`config.mk`:
```
export PLATFORM = sky130hd
export DESIGN_NAME = npu_act_wr_arbiter
export DESIGN_NICKNAME = d
export VERILOG_FILES = /design/src/rtl/npu_pkg.sv /design/src/rtl/npu_rr_pick.sv /design/src/rtl/npu_act_wr_arbiter.sv
export SDC_FILE = /design/constraint.sdc
export NUM_CORES = 1
export LEC_CHECK = 0
export ABC_AREA = 1
export CAP_MARGIN = 20
export CELL_PAD_IN_SITES_DETAIL_PLACEMENT = 0
export CELL_PAD_IN_SITES_GLOBAL_PLACEMENT = 2
export CORE_AREA = 2 2 394 396
export CTS_CLUSTER_SIZE = 16
export DETAILED_ROUTE_END_ITERATION = 10
export DIE_AREA = 0 0 396 398
export PLACE_DENSITY_LB_ADDON = 0.05
export SKIP_LAST_GASP = 1
export SLEW_MARGIN = 10
export SYNTH_ARGS = -nofsm -noshare
export SYNTH_HDL_FRONTEND = slang
export SYNTH_SLANG_ARGS = --single-unit
```
`constraint.sdc`:
```
create_clock -name clk -period 14.9 [get_ports clk]
set_input_delay 2.235 -clock clk [delete_from_list [all_inputs] [get_ports clk]]
set_output_delay 2.235 -clock clk [all_outputs]
set_load 0.01 [all_outputs]
```
`src/rtl/npu_pkg.sv`:
```
// Shared types and helpers for the NPU activation-memory write path.
// Latency: none (types, constants and a pure function only).
// Backpressure: n/a.
`ifndef NPU_ACT_DATA_WIDTH
`define NPU_ACT_DATA_WIDTH 16
`endif

package npu_pkg;

    typedef enum logic [1:0] {ARB_IDLE, ARB_ACTIVE, ARB_FLUSH} arb_state_e;

    localparam int NPU_NUM_MAC    = 32;
    localparam int NPU_SLICE_MAXW = 32;

    // Lane-i slice of a per-lane packed bus (lane i at [i*width +: width]).
    // The bus is presented zero-extended to the widest supported layout and
    // the result is returned right-aligned, zero-filled above 'width'.
    function automatic logic [NPU_SLICE_MAXW-1:0] lane_slice(
        input logic [NPU_NUM_MAC*NPU_SLICE_MAXW-1:0] bus,
        input int unsigned                           lane,
        input int unsigned                           width
    );
        logic [NPU_SLICE_MAXW-1:0] mask;
        mask = (width >= NPU_SLICE_MAXW) ? '1 : ((32'd1 << width) - 32'd1);
        return NPU_SLICE_MAXW'(bus >> (lane * width)) & mask;
    endfunction

endpackage

```
`src/rtl/npu_rr_pick.sv`:
```
// Round-robin pick: first set request at or after ptr, wrapping at N-1.
// Latency: combinational.
// Backpressure: none; the caller decides whether the pick is consumed.
module npu_rr_pick #(
    parameter int N     = 32,
    parameter int IDX_W = $clog2(N)
) (
    input  logic [N-1:0]     req,
    input  logic [IDX_W-1:0] ptr,
    output logic [N-1:0]     grant,
    output logic [IDX_W-1:0] grant_idx,
    output logic             grant_vld
);

    logic [2*N-1:0]   req_dbl;
    logic [N-1:0]     req_rot;
    logic [IDX_W-1:0] rot_idx;
    logic [IDX_W:0]   idx_sum;

    // Doubling the vector turns the wrap-around search into a plain shift.
    assign req_dbl = {req, req};
    assign req_rot = N'(req_dbl >> ptr);

    // Lowest set bit of the rotated vector is the first lane at/after ptr.
    always_comb begin
        grant_vld = 1'b0;
        rot_idx   = '0;
        for (int k = N - 1; k >= 0; k--) begin
            if (req_rot[k]) begin
                grant_vld = 1'b1;
                rot_idx   = IDX_W'(k);
            end
        end
    end

    // Undo the rotation (mod N) and build the one-hot grant.
    always_comb begin
        idx_sum = {1'b0, ptr} + {1'b0, rot_idx};
        if (idx_sum >= (IDX_W+1)'(N)) begin
            idx_sum = idx_sum - (IDX_W+1)'(N);
        end
        grant_idx = idx_sum[IDX_W-1:0];
        grant     = '0;
        if (grant_vld) begin
            grant[grant_idx] = 1'b1;
        end
    end

endmodule

```
`src/rtl/npu_act_wr_arbiter.sv`:
```
// Round-robin arbiter sharing the activation-memory write port among MAC lanes; optional stats via NPU_ACT_WR_ARB_STATS_EN.
// Latency: 1 cycle from pick to mem_wr_en/addr/data and the one-hot ack pulse.
// Backpressure: lanes hold req/addr/data until acked; an acked lane is masked for its ack cycle.
module npu_act_wr_arbiter
    import npu_pkg::*;
#(
    parameter int NUM_REQ    = NPU_NUM_MAC,
    parameter int ADDR_WIDTH = 12,
    parameter int DATA_WIDTH = `NPU_ACT_DATA_WIDTH
) (
    input  logic                          clk,
    input  logic                          rst,
    input  logic [NUM_REQ-1:0]            hw_mem_wr,
    input  logic [NUM_REQ*ADDR_WIDTH-1:0] hw_mem_wr_addr,
    input  logic [NUM_REQ*DATA_WIDTH-1:0] hw_mem_wr_data,
    output logic [NUM_REQ-1:0]            hw_mem_wr_ack_p,
    input  logic                          layer_start_p,
    input  logic                          flush_req_p,
    output logic                          flush_done_p,
    output logic                          mem_wr_en,
    output logic [ADDR_WIDTH-1:0]         mem_wr_addr,
    output logic [DATA_WIDTH-1:0]         mem_wr_data,
    output logic                          arb_busy,
    output logic [15:0]                   conflict_cnt
);

    localparam int IDX_W = $clog2(NUM_REQ);

    arb_state_e             state;
    arb_state_e             state_nxt;
    logic [IDX_W-1:0]       rr_ptr;
    logic [NUM_REQ-1:0]     last_grant_vec;
    logic [NUM_REQ-1:0]     eligible;
    logic [NUM_REQ-1:0]     pick_grant;
    logic [IDX_W-1:0]       pick_idx;
    logic                   pick_vld;
    logic [IDX_W-1:0]       next_ptr;
    logic [ADDR_WIDTH-1:0]  pick_addr;
    logic [DATA_WIDTH-1:0]  pick_data;
    logic                   any_req;
    logic                   drained;

    // A lane in its ack cycle still shows its old request; mask it.
    assign eligible = hw_mem_wr & ~last_grant_vec;
    assign any_req  = |hw_mem_wr;
    assign drained  = !any_req && !mem_wr_en;
    assign next_ptr = (pick_idx == IDX_W'(NUM_REQ - 1)) ? '0 : pick_idx + 1'b1;

    assign hw_mem_wr_ack_p = last_grant_vec;
    assign flush_done_p    = (state == ARB_FLUSH) && drained;
    assign arb_busy        = (state != ARB_IDLE) || any_req;

    npu_rr_pick #(
        .N     (NUM_REQ),
        .IDX_W (IDX_W)
    ) u_pick (
        .req       (eligible),
        .ptr       (rr_ptr),
        .grant     (pick_grant),
        .grant_idx (pick_idx),
        .grant_vld (pick_vld)
    );

    // One-hot AND-OR mux of the picked lane's address and data.
    always_comb begin
        pick_addr = '0;
        pick_data = '0;
        for (int i = 0; i < NUM_REQ; i++) begin
            if (pick_grant[i]) begin
                pick_addr = hw_mem_wr_addr[i*ADDR_WIDTH +: ADDR_WIDTH];
                pick_data = hw_mem_wr_data[i*DATA_WIDTH +: DATA_WIDTH];
            end
        end
    end

    // Issue stage: register the pick; addr/data hold when nothing is picked.
    always_ff @(posedge clk) begin
        if (rst) begin
            mem_wr_en      <= 1'b0;
            last_grant_vec <= '0;
            mem_wr_addr    <= '0;
            mem_wr_data    <= '0;
        end else begin
            mem_wr_en      <= pick_vld;
            last_grant_vec <= pick_grant;
            if (pick_vld) begin
                mem_wr_addr <= pick_addr;
                mem_wr_data <= pick_data;
            end
        end
    end

    // Pointer moves past the granted lane; a new layer restarts at lane 0.
    always_ff @(posedge clk) begin
        if (rst || layer_start_p) begin
            rr_ptr <= '0;
        end else if (pick_vld) begin
            rr_ptr <= next_ptr;
        end
    end

    // Control state: a flush request is taken from IDLE/ACTIVE only.
    always_comb begin
        state_nxt = state;
        case (state)
            ARB_IDLE: begin
                if (flush_req_p)  state_nxt = ARB_FLUSH;
                else if (any_req) state_nxt = ARB_ACTIVE;
            end
            ARB_ACTIVE: begin
                if (flush_req_p)  state_nxt = ARB_FLUSH;
                else if (drained) state_nxt = ARB_IDLE;
            end
            ARB_FLUSH: begin
                if (drained)      state_nxt = ARB_IDLE;
            end
            default:              state_nxt = ARB_IDLE;
        endcase
    end

    // State register.
    always_ff @(posedge clk) begin
        if (rst) state <= ARB_IDLE;
        else     state <= state_nxt;
    end

`ifdef NPU_ACT_WR_ARB_STATS_EN
    logic        conflict;
    logic [15:0] conflict_q;

    // Two or more eligible lanes <=> clearing the lowest set bit leaves one.
    assign conflict = |(eligible & (eligible - NUM_REQ'(1)));

    // Saturating conflict-cycle counter, cleared at each layer start.
    always_ff @(posedge clk) begin
        if (rst || layer_start_p) begin
            conflict_q <= '0;
        end else if (conflict && (conflict_q != 16'hFFFF)) begin
            conflict_q <= conflict_q + 16'd1;
        end
    end

    assign conflict_cnt = conflict_q;
`else
    assign conflict_cnt = '0;
`endif

endmodule

```
; ---- After elaboration in Yosys (flattened, before gate mapping)
; Index checks and enable logic that the tools add are counted.
[word_totals]
romBits = 0
elab_cells = 167
mem_bits_rw = 0
input_bits = 932
latch_bits = 0
register_bits = 68
output_inout_bits = 79
memories = 0
[op_classes]
n_bitwise = 2
mul = 0
n_div = 0
shifts = 1
n_eq_ne = 4
n_mux = 138
n_lt_le_gt_ge = 3
add_sub_neg = 3
n_reduce_logical = 10
[op_table]
columns = op, n
row1 = $mux W16, 32
row2 = $mux W12, 32
row3 = $mux W5, 34
row4 = $shr A64 B5 Y32, 1
row5 = $mux W1, 33
row6 = $and A32 B32 Y32, 1
row7 = $mux W32, 1
row8 = $not A32 Y32, 1
row9 = $reduce_or A32 Y1, 1
row10 = $mux W2, 4
row11 = $add A5 B5 Y6, 1
row12 = $ge A6 B6 Y1 const B, 1
row13 = $lt A5 B6 Y1 const B, 1
row14 = $pmux W2 S3, 1
row15 = $add A5 B1 Y5 const B, 1
row16 = $demux W1 S5, 1
row17 = $eq A5 B5 Y1 const B, 1
row18 = $ge A5 B1 Y1 const B, 1
row19 = $sub A5 B1 Y5 const B, 1
row20 = $logic_and A1 B1 Y1, 3
row21 = $ne A3 B3 Y1 const B, 1
row22 = $eq A2 B1 Y1 const B, 1
row23 = $eq A2 B2 Y1 const B, 1
row24 = $logic_not A1 Y1, 2
row25 = 3 further kinds, 4

; ---- Longest topological paths before layout
; Gate-level depths: netlist (run 1).
[depth]
word_depth = 75
depth_mapped = 71
ltp_nobuf = 68

; ---- By module
; A second synthesis (run 1) with hierarchy kept.
[unflattened]
cells_unflattened = 2975
area_unflattened_um2 = 15715.1
[modules_own_cells]
columns = module, cells_per_inst, area_per_inst_um2, seq_area_each_um2, instances
row1 = npu_act_wr_arbiter, 2401, 13002.5, 1361.3, 1
row2 = npu_rr_pick, 574, 2712.6, 0.0, 1

; ---- Worst setup path before layout (run 1)
; OpenSTA, ideal clock, no wires.
[synth_path]
kind = input to register
startpoint = input port hw_mem_wr[10]
endpoint = register mem_wr_data[7]
arrival_ps = 8040
n_path_buf = 2
slack_ps = 6748
setup_ps = 112
required_time_ps = 14788
cell_stages = 63
path_cell_list = nand3_1 -> nand3_1 -> nand3_1 -> nand3_1 -> nand3_1 -> nand2_1 -> a21oi_1 -> o21ai_0 -> a21oi_1 -> o21bai_1 -> a31oi_1 -> o21ai_0 -> a21oi_1 -> o21ai_0 -> a21oi_1 -> o21ai_0 -> a21oi_1 -> o21ai_0 -> [... 27 more ...] -> nand2_1 -> nand3_1 -> nand3_1 -> nand3_1 -> nand2_1 -> nand3_1 -> nand2_1 -> nand3_1 -> nand2_1 -> nand3_1 -> nand2_1 -> nand2_1 -> nand2_1 -> nand2_1 -> nand2_1 -> nand2_1 -> nand2_1 -> nand2_1
[synth_between]
elab_chain_cells = 74
[synth_lines]
columns = item, line
row1 = "start, declared", npu_act_wr_arbiter.sv:13  ; input logic [NUM_REQ-1:0] hw_mem_wr,
row2 = $and A32 B32 Y32 *, npu_act_wr_arbiter.sv:44  ; assign eligible = hw_mem_wr & ~last_grant_vec;
row3 = $shr A64 B5 Y32 *, npu_rr_pick.sv:22  ; assign req_rot = N'(req_dbl >> ptr);
row4 = $mux W5 (32 in a row), npu_rr_pick.sv:29  ; if (req_rot[k]) begin
row5 = $add A5 B5 Y6, npu_rr_pick.sv:38  ; idx_sum = {1'b0, ptr} + {1'b0, rot_idx};
row6 = $sub A5 B1 Y5 or $ge A6 B6 Y1 (tied branches), "npu_rr_pick.sv:40, npu_rr_pick.sv:39"
row7 = $mux W5, npu_rr_pick.sv:39  ; if (idx_sum >= (IDX_W+1)'(N)) begin
row8 = $lt A5 B6 Y1 (implied by the code) or $ge A5 B1 Y1 (tied branches), npu_rr_pick.sv:45  ; grant[grant_idx] = 1'b1;
row9 = $logic_and A1 B1 Y1 (implied by the code), npu_rr_pick.sv:45
row10 = $mux W1 (implied by the code), npu_rr_pick.sv:45
row11 = $demux W1 S5, --
row12 = $mux W32, npu_rr_pick.sv:44  ; if (grant_vld) begin
row13 = $mux W16 (32 in a row), npu_act_wr_arbiter.sv:69  ; if (pick_grant[i]) begin
row14 = "end signal, assigned", npu_act_wr_arbiter.sv:88  ; mem_wr_data <= pick_data;
row15 = "end, declared", npu_act_wr_arbiter.sv:22  ; output logic [DATA_WIDTH-1:0] mem_wr_data,
; Mark *: on every way between the ends. The rest lies on a longest branch, timed or not.
; A chain may end at the register's enable or synchronous reset.

; ---- Worst setup path after layout (run 1)
[layout_path]
startpoint = input port hw_mem_wr[20]
endpoint = register mem_wr_addr[10]
[layout_between]
elab_chain_cells = 74
[layout_lines]
columns = item, line
row1 = $and A32 B32 Y32 *, npu_act_wr_arbiter.sv:44
row2 = $shr A64 B5 Y32 *, npu_rr_pick.sv:22
row3 = $mux W5 (32 in a row), npu_rr_pick.sv:29
row4 = $add A5 B5 Y6, npu_rr_pick.sv:38
row5 = $sub A5 B1 Y5 or $ge A6 B6 Y1 (tied branches), "npu_rr_pick.sv:40, npu_rr_pick.sv:39"
row6 = $mux W5, npu_rr_pick.sv:39
row7 = $lt A5 B6 Y1 (implied by the code) or $ge A5 B1 Y1 (tied branches), npu_rr_pick.sv:45
row8 = $logic_and A1 B1 Y1 (implied by the code), npu_rr_pick.sv:45
row9 = $mux W1 (implied by the code), npu_rr_pick.sv:45
row10 = $demux W1 S5, --
row11 = $mux W32, npu_rr_pick.sv:44
row12 = $mux W12 (32 in a row), npu_act_wr_arbiter.sv:69
row13 = "end signal, assigned", npu_act_wr_arbiter.sv:87  ; mem_wr_addr <= pick_addr;
row14 = "end, declared", npu_act_wr_arbiter.sv:21  ; output logic [ADDR_WIDTH-1:0] mem_wr_addr,
; Marks and branches as above.

==> results of run 1 <==
==> metrics by stage <==
| step | util | hold slack (ps) | instance area [um2] |
|---|---|---|---|
| floorplan | - | 476 | 15200 |
| global placement | 0.178 | 439 | 27200 |
| detailed placement | 0.178 | 441 | 27200 |
| CTS | 0.180 | 457 | 27600 |
| global route | 0.180 | 472 | 27600 |
| finish | 0.180 | 452 | 27600 |
==> worst paths after layout <==
kind,startpoint,end,slack (ps),cells after the start
min reg2reg,mem_wr_addr[1],mem_wr_addr[1],450,2
max reg2reg,rr_ptr[0],mem_wr_addr[10],5030,66
max,hw_mem_wr[20],mem_wr_addr[10],3680,64
min,mem_wr_addr[1],mem_wr_addr[1],450,2
==> cell families (layout without fill, tap and decap cells) <==
logic type	Yosys count	count (layout)
flops	68	68
xor+xnor	3	3
simple gates	2129	2129
compound gates	394	394
buf+inv	542	1393
fa+ha+maj	10	10
other cells	1	45
==> critical path: cells and delay by family <==
kind            cells  cell delay, ps
buf+inv             7            1840
fa+ha+maj           3             900
compound gates     18            2350
simple gates       36            4080
==> registers in the layout (all words and copies together), names as in the netlist <==
signal and count:
hw_mem_wr_ack_p 32, mem_wr_addr 12, state 2, rr_ptr 5, mem_wr_en 1, mem_wr_data 16
==> synthesized netlist by cell type (8+ instances only) <==
cell / number / area share
inv_2: 17 / 0.0042
nand2_1: 1155 / 0.29
nand3b_1: 10 / 0.0049
o211ai_1: 8 / 0.0040
nand4_1: 22 / 0.0091
a21oi_1: 139 / 0.046
nor4_1: 8 / 0.0033
nor2_1: 208 / 0.051
inv_1: 306 / 0.076
dfxtp_1: 68 / 0.090
o21ai_0: 144 / 0.047
ha_1: 9 / 0.0074
buf_2: 54 / 0.018
buf_4: 29 / 0.014
clkbuf_1: 107 / 0.026
or2_2: 115 / 0.047
o21ai_1: 92 / 0.030
nor2_2: 11 / 0.0045
or2_1: 22 / 0.0091
nand3_2: 12 / 0.0079
buf_1: 13 / 0.0032
nand3_1: 541 / 0.18
==> layout by cell type (no fill, tap or decap), types with 5 or more instances in the layout <==
cell type | Yosys | layout
nand2_1 | 1155 | 1152
clkdlybuf4s50_1 | 0 | 993
nand3_1 | 541 | 541
inv_1 | 306 | 302
nor2_1 | 208 | 187
o21ai_0 | 144 | 144
a21oi_1 | 139 | 139
or2_2 | 115 | 115
o21ai_1 | 92 | 92
dfxtp_1 | 68 | 63
buf_4 | 29 | 51
diode_2 | 0 | 29
nor2_2 | 11 | 24
nand4_1 | 22 | 22
or2_1 | 22 | 22
inv_2 | 17 | 20
conb_1 | 1 | 16
nor2_4 | 7 | 15
nand3_2 | 12 | 12
nand3b_1 | 10 | 10
ha_1 | 9 | 9
clkbuf_16 | 0 | 9
nor4_1 | 8 | 8
o211ai_1 | 8 | 8
nand2_2 | 3 | 6
clkinv_1 | 4 | 5
a211oi_1 | 5 | 5
dfxtp_2 | 0 | 5
==> cell type report <==
class | count | share of cell area
Clock buffer | 10 | 0.00864
Multi-Input combinational cell | 2552 | 0.423
Clock inverter | 6 | 0.00403
Timing Repair Buffer | 1045 | 0.374
Inverter | 332 | 0.0457
Antenna cell | 29 | 0.00262
Tap cell | 2044 | 0.0925
Sequential cell | 68 | 0.0495
==> metal layers <==
layer	global-route usage	wire, um	vias up
met1	0.227	65300	10600
met4	0.0359	2420	104
met3	0.0574	10900	233
li1	-	-	11700
met2	0.372	83900	726
met5	0	621	-
==> metrics.csv, run 1 <==
metric;value;unit
fillers;18100;
syn_to_final_growth;82.0;%
overflow;0;
avgSynthCellArea;4.83;um2
cp_max_fo;31;
wl;163000;um
ys.flop_type;dfxtp_1;
clock-sinks;68;
slew_viol_final;0;
synth_top_family_by_area;simple AND/OR/NAND/NOR gates;
first_pass_iters;5;
yosysWarnings;0;
grt_max_degree;56;
io_buffer_count;994;
cts.path.max_buffers;2;
crit_top_cell;nand2_1;
drv_cap;0;
syn_area;0.0152;mm2
grt_usage;0.200;
hold_viol_final;0;
yosys.area_share.adder;0.00873;
status;completed;
path_class;input port to flop;
hp-class;flop to flop;
root_buffer;clkbuf_16;
seq_area;0.00137;mm2
hold_buffers;0;
multi_input_area;0.0117;mm2
endpoint_kind;flop;
fmax;0.0891;GHz
relSlewSlack;0.347;
period_needed;11220;ps
synthCells;3147;
cts_tree;yes;
setup_viol;0;
setup_slack;3680;ps
die_w;396;um
drive_gt1_frac;0.0693;
die_area;0.158;mm2
rsz0062_at_grt;no;
worst-endpoint-required;15190;ps
post_cts_buffers;0;
htree_levels;3;
dpl.hpwl;139000;um
post-place-ws;3110;ps
stdcell_count;6086;
wl_per_cell;26.8;um
rows;144;
fin_tns_setup;0;ps
vias_per_cell;3.84;
antenna_found_initial;130;
fin_crit_sh;0.753;
synth_mux_area_frac;0;
worstPathArrival;11510;ps
drt_iter0_markers;1118;
drtAntennaViolNets;0;
critPathSlowestCell;clkdlybuf4s50_1;
synth_xor_area_frac;0.00173;
clock_skew;24.6;ps
drcViolationCount;0;
ios;1011;
ys_ff_latch;68;
worstMarginPinSlew;976;ps
cts_resized;0;
finalNetCount;4950;
start_kind;input port;
initial_core_util;0.0991;
max_stage_delay;590;ps
synth-edff-count;0;
clkLatencyLatePin;390;ps
dp_cells;6041;
synthSimpleGateAreaFrac;0.617;
core;0.153;mm2
synth_cell_types;45;
grt_pass1_vias;24600;
synth-compound-area-share;0.133;
async_reset_ff_frac;0;
dieHeight;398;um
clk_pin_slew_worst_paths;80;ps
numCtsBuffers;9;
place.gp.congestion;0.834;
synth-seq-area-share;0.0896;
grt_pass1_wl;218000;um
vias;23300;
Power of run 1 is left out: the tool's default activity adds up to more than one toggle a clock period on the data nets, which glitch-free logic cannot reach.
==> inputs of run 2 (changes only) <==
--- a/config.mk
+++ b/config.mk
@@ -9,10 +9,10 @@
 export CAP_MARGIN = 20
 export CELL_PAD_IN_SITES_DETAIL_PLACEMENT = 0
 export CELL_PAD_IN_SITES_GLOBAL_PLACEMENT = 2
-export CORE_AREA = 2 2 394 396
+export CORE_AREA = 2 2 397 399
 export CTS_CLUSTER_SIZE = 16
 export DETAILED_ROUTE_END_ITERATION = 10
-export DIE_AREA = 0 0 396 398
+export DIE_AREA = 0 0 399 401
 export PLACE_DENSITY_LB_ADDON = 0.05
 export SKIP_LAST_GASP = 1
 export SLEW_MARGIN = 10
==> constraint.sdc (replaced) <==
create_clock -name clk -period 9.7 [get_ports clk]
set_input_delay 1.455 -clock clk [delete_from_list [all_inputs] [get_ports clk]]
set_output_delay 1.455 -clock clk [all_outputs]
set_load 0.01 [all_outputs]
==> run 2 against run 1 <==
Effect of this change: non-clock buffer count increased by 206; hold slack improved by 6.4 ps; first-iteration DRC count decreased by 9.9%; largest cell class unchanged; clock skew increased by 2.6 ps; design area increased by 9.3%; core utilization increased by 1.4 points; via count increased by 5.0%; wire length increased by 6.3%; flip-flop and latch count unchanged; worst setup slack got worse by 2900 ps.
==> metrics.csv, run 2 (same netlist as run 1, synthesis figures left out) <==
metric;value;unit
final_cell_mix;nand2_1 (1139), clkdlybuf4s50_1 (971), nand3_1 (425);
fin_util;0.194;
drive_gt1_frac;0.145;
hp-class;flop to flop;
largest_register_ffs;32;
drv_cap;0;
worst-endpoint-required;9980;ps
overflow;0;
stdcell_count;6309;
worstMarginPinSlew;948;ps
max_stage_delay;540;ps
clock_skew;27.2;ps
drtAntennaViolNets;0;
syn_to_final_growth;98.8;%
hold_ws;459;ps
root_buffer;clkbuf_16;
path_class;input port to flop;
io_buffer_count;994;
start_kind;input port;
grt_max_degree;50;
layout_commonest_cell;nand2_1;
final_area;0.0302;mm2
vias_per_cell;3.89;
ios;1011;
drcViolationCount;0;
dp_cells;6253;
numCtsBuffers;9;
endpoint_kind;flop;
hold_buffers;0;
critPathSlowestCell;clkdlybuf4s50_1;
antenna_found_initial;151;
whs_path_depth;2;
crit_top_cell;nand2_1;
fin_crit_sh;0.923;
relSlewSlack;0.368;
dieHeight;401;um
first_pass_iters;5;
wl_per_cell;27.5;um
period_needed;8950;ps
worstPathArrival;9230;ps
fillers;18300;
vias;24500;
grt_pass1_vias;25600;
drt_iter0_markers;1007;
die_w;399;um
grt_usage;0.210;
placed_area;0.0290;mm2
wl;174000;um
slew_viol_final;0;
clock-sinks;68;
grt_pass1_wl;230000;um
die_area;0.160;mm2
dpl.hpwl;153000;um
r2r.worst_path.cells;68;
rows;145;
initial_core_util;0.0976;
setup_viol;0;
status;completed;
fmax;0.112;GHz
cp_max_fo;11;
cts_tree;yes;
rsz0062_at_grt;yes;
clkLatencyLatePin;390;ps
cts.path.max_buffers;2;
hold_viol_final;0;
finalNetCount;5156;
core;0.156;mm2
htree_levels;3;
clk_pin_slew_worst_paths;70;ps
place.gp.congestion;0.850;
## run 2: through the flow
stage               TNS (ps)  setup WS [ps]
floorplan                  0           2330
global placement       -6600           -437
detailed placement     -7320           -483
CTS                        0          0.425
global route            -179          -35.0
finish                     0            746
## run 2: cell type report
| type | instances | area, um2 | area share |
|---|---|---|---|
| inverter | 332 | 1270 | 0.0419 |
| clock buffer | 12 | 246 | 0.00816 |
| clock inverter | 4 | 72.6 | 0.00240 |
| multi-input combinational | 2552 | 12400 | 0.409 |
| sequential | 68 | 1360 | 0.0451 |
| timing repair buffer | 1251 | 12200 | 0.405 |
| antenna | 32 | 80.1 | 0.00265 |
| tap | 2058 | 2570 | 0.0852 |
## run 2: worst max-delay path, delay by kind of cell
family	cells	cell delay [ps]
AO/OA/AOI/OAI	18	2180
adder cells (fa/ha/maj)	2	560
XOR/XNOR	1	200
buffers and inverters	7	1160
AND/OR/NAND/NOR	40	3630
## run 2: timing repair
action | in CTS | in global routing
buffers inserted | 0 | 8
setup endpoints to repair | 2 | 28
resized for setup | 3 | 172
pin swaps | 0 | 31
## run 2: final timing paths
| path | startpoint | slack, ps | end |
|---|---|---|---|
| max | hw_mem_wr[19] | 750 | mem_wr_addr[11] |
| min | mem_wr_data[14] | 460 | mem_wr_data[14] |
| min reg2reg | mem_wr_data[14] | 460 | mem_wr_data[14] |
| max reg2reg | rr_ptr[0] | 1450 | mem_wr_addr[11] |
## run 2: metal layers
layer,GRT usage,part of all wire,up-vias
met1,0.232,0.39,11300
met3,0.0629,0.067,273
li1,-,-,12200
met4,0.0242,0.014,118
met2,0.398,0.52,693
met5,0,0.0043,-
Power of run 2 is left out for the same reason.
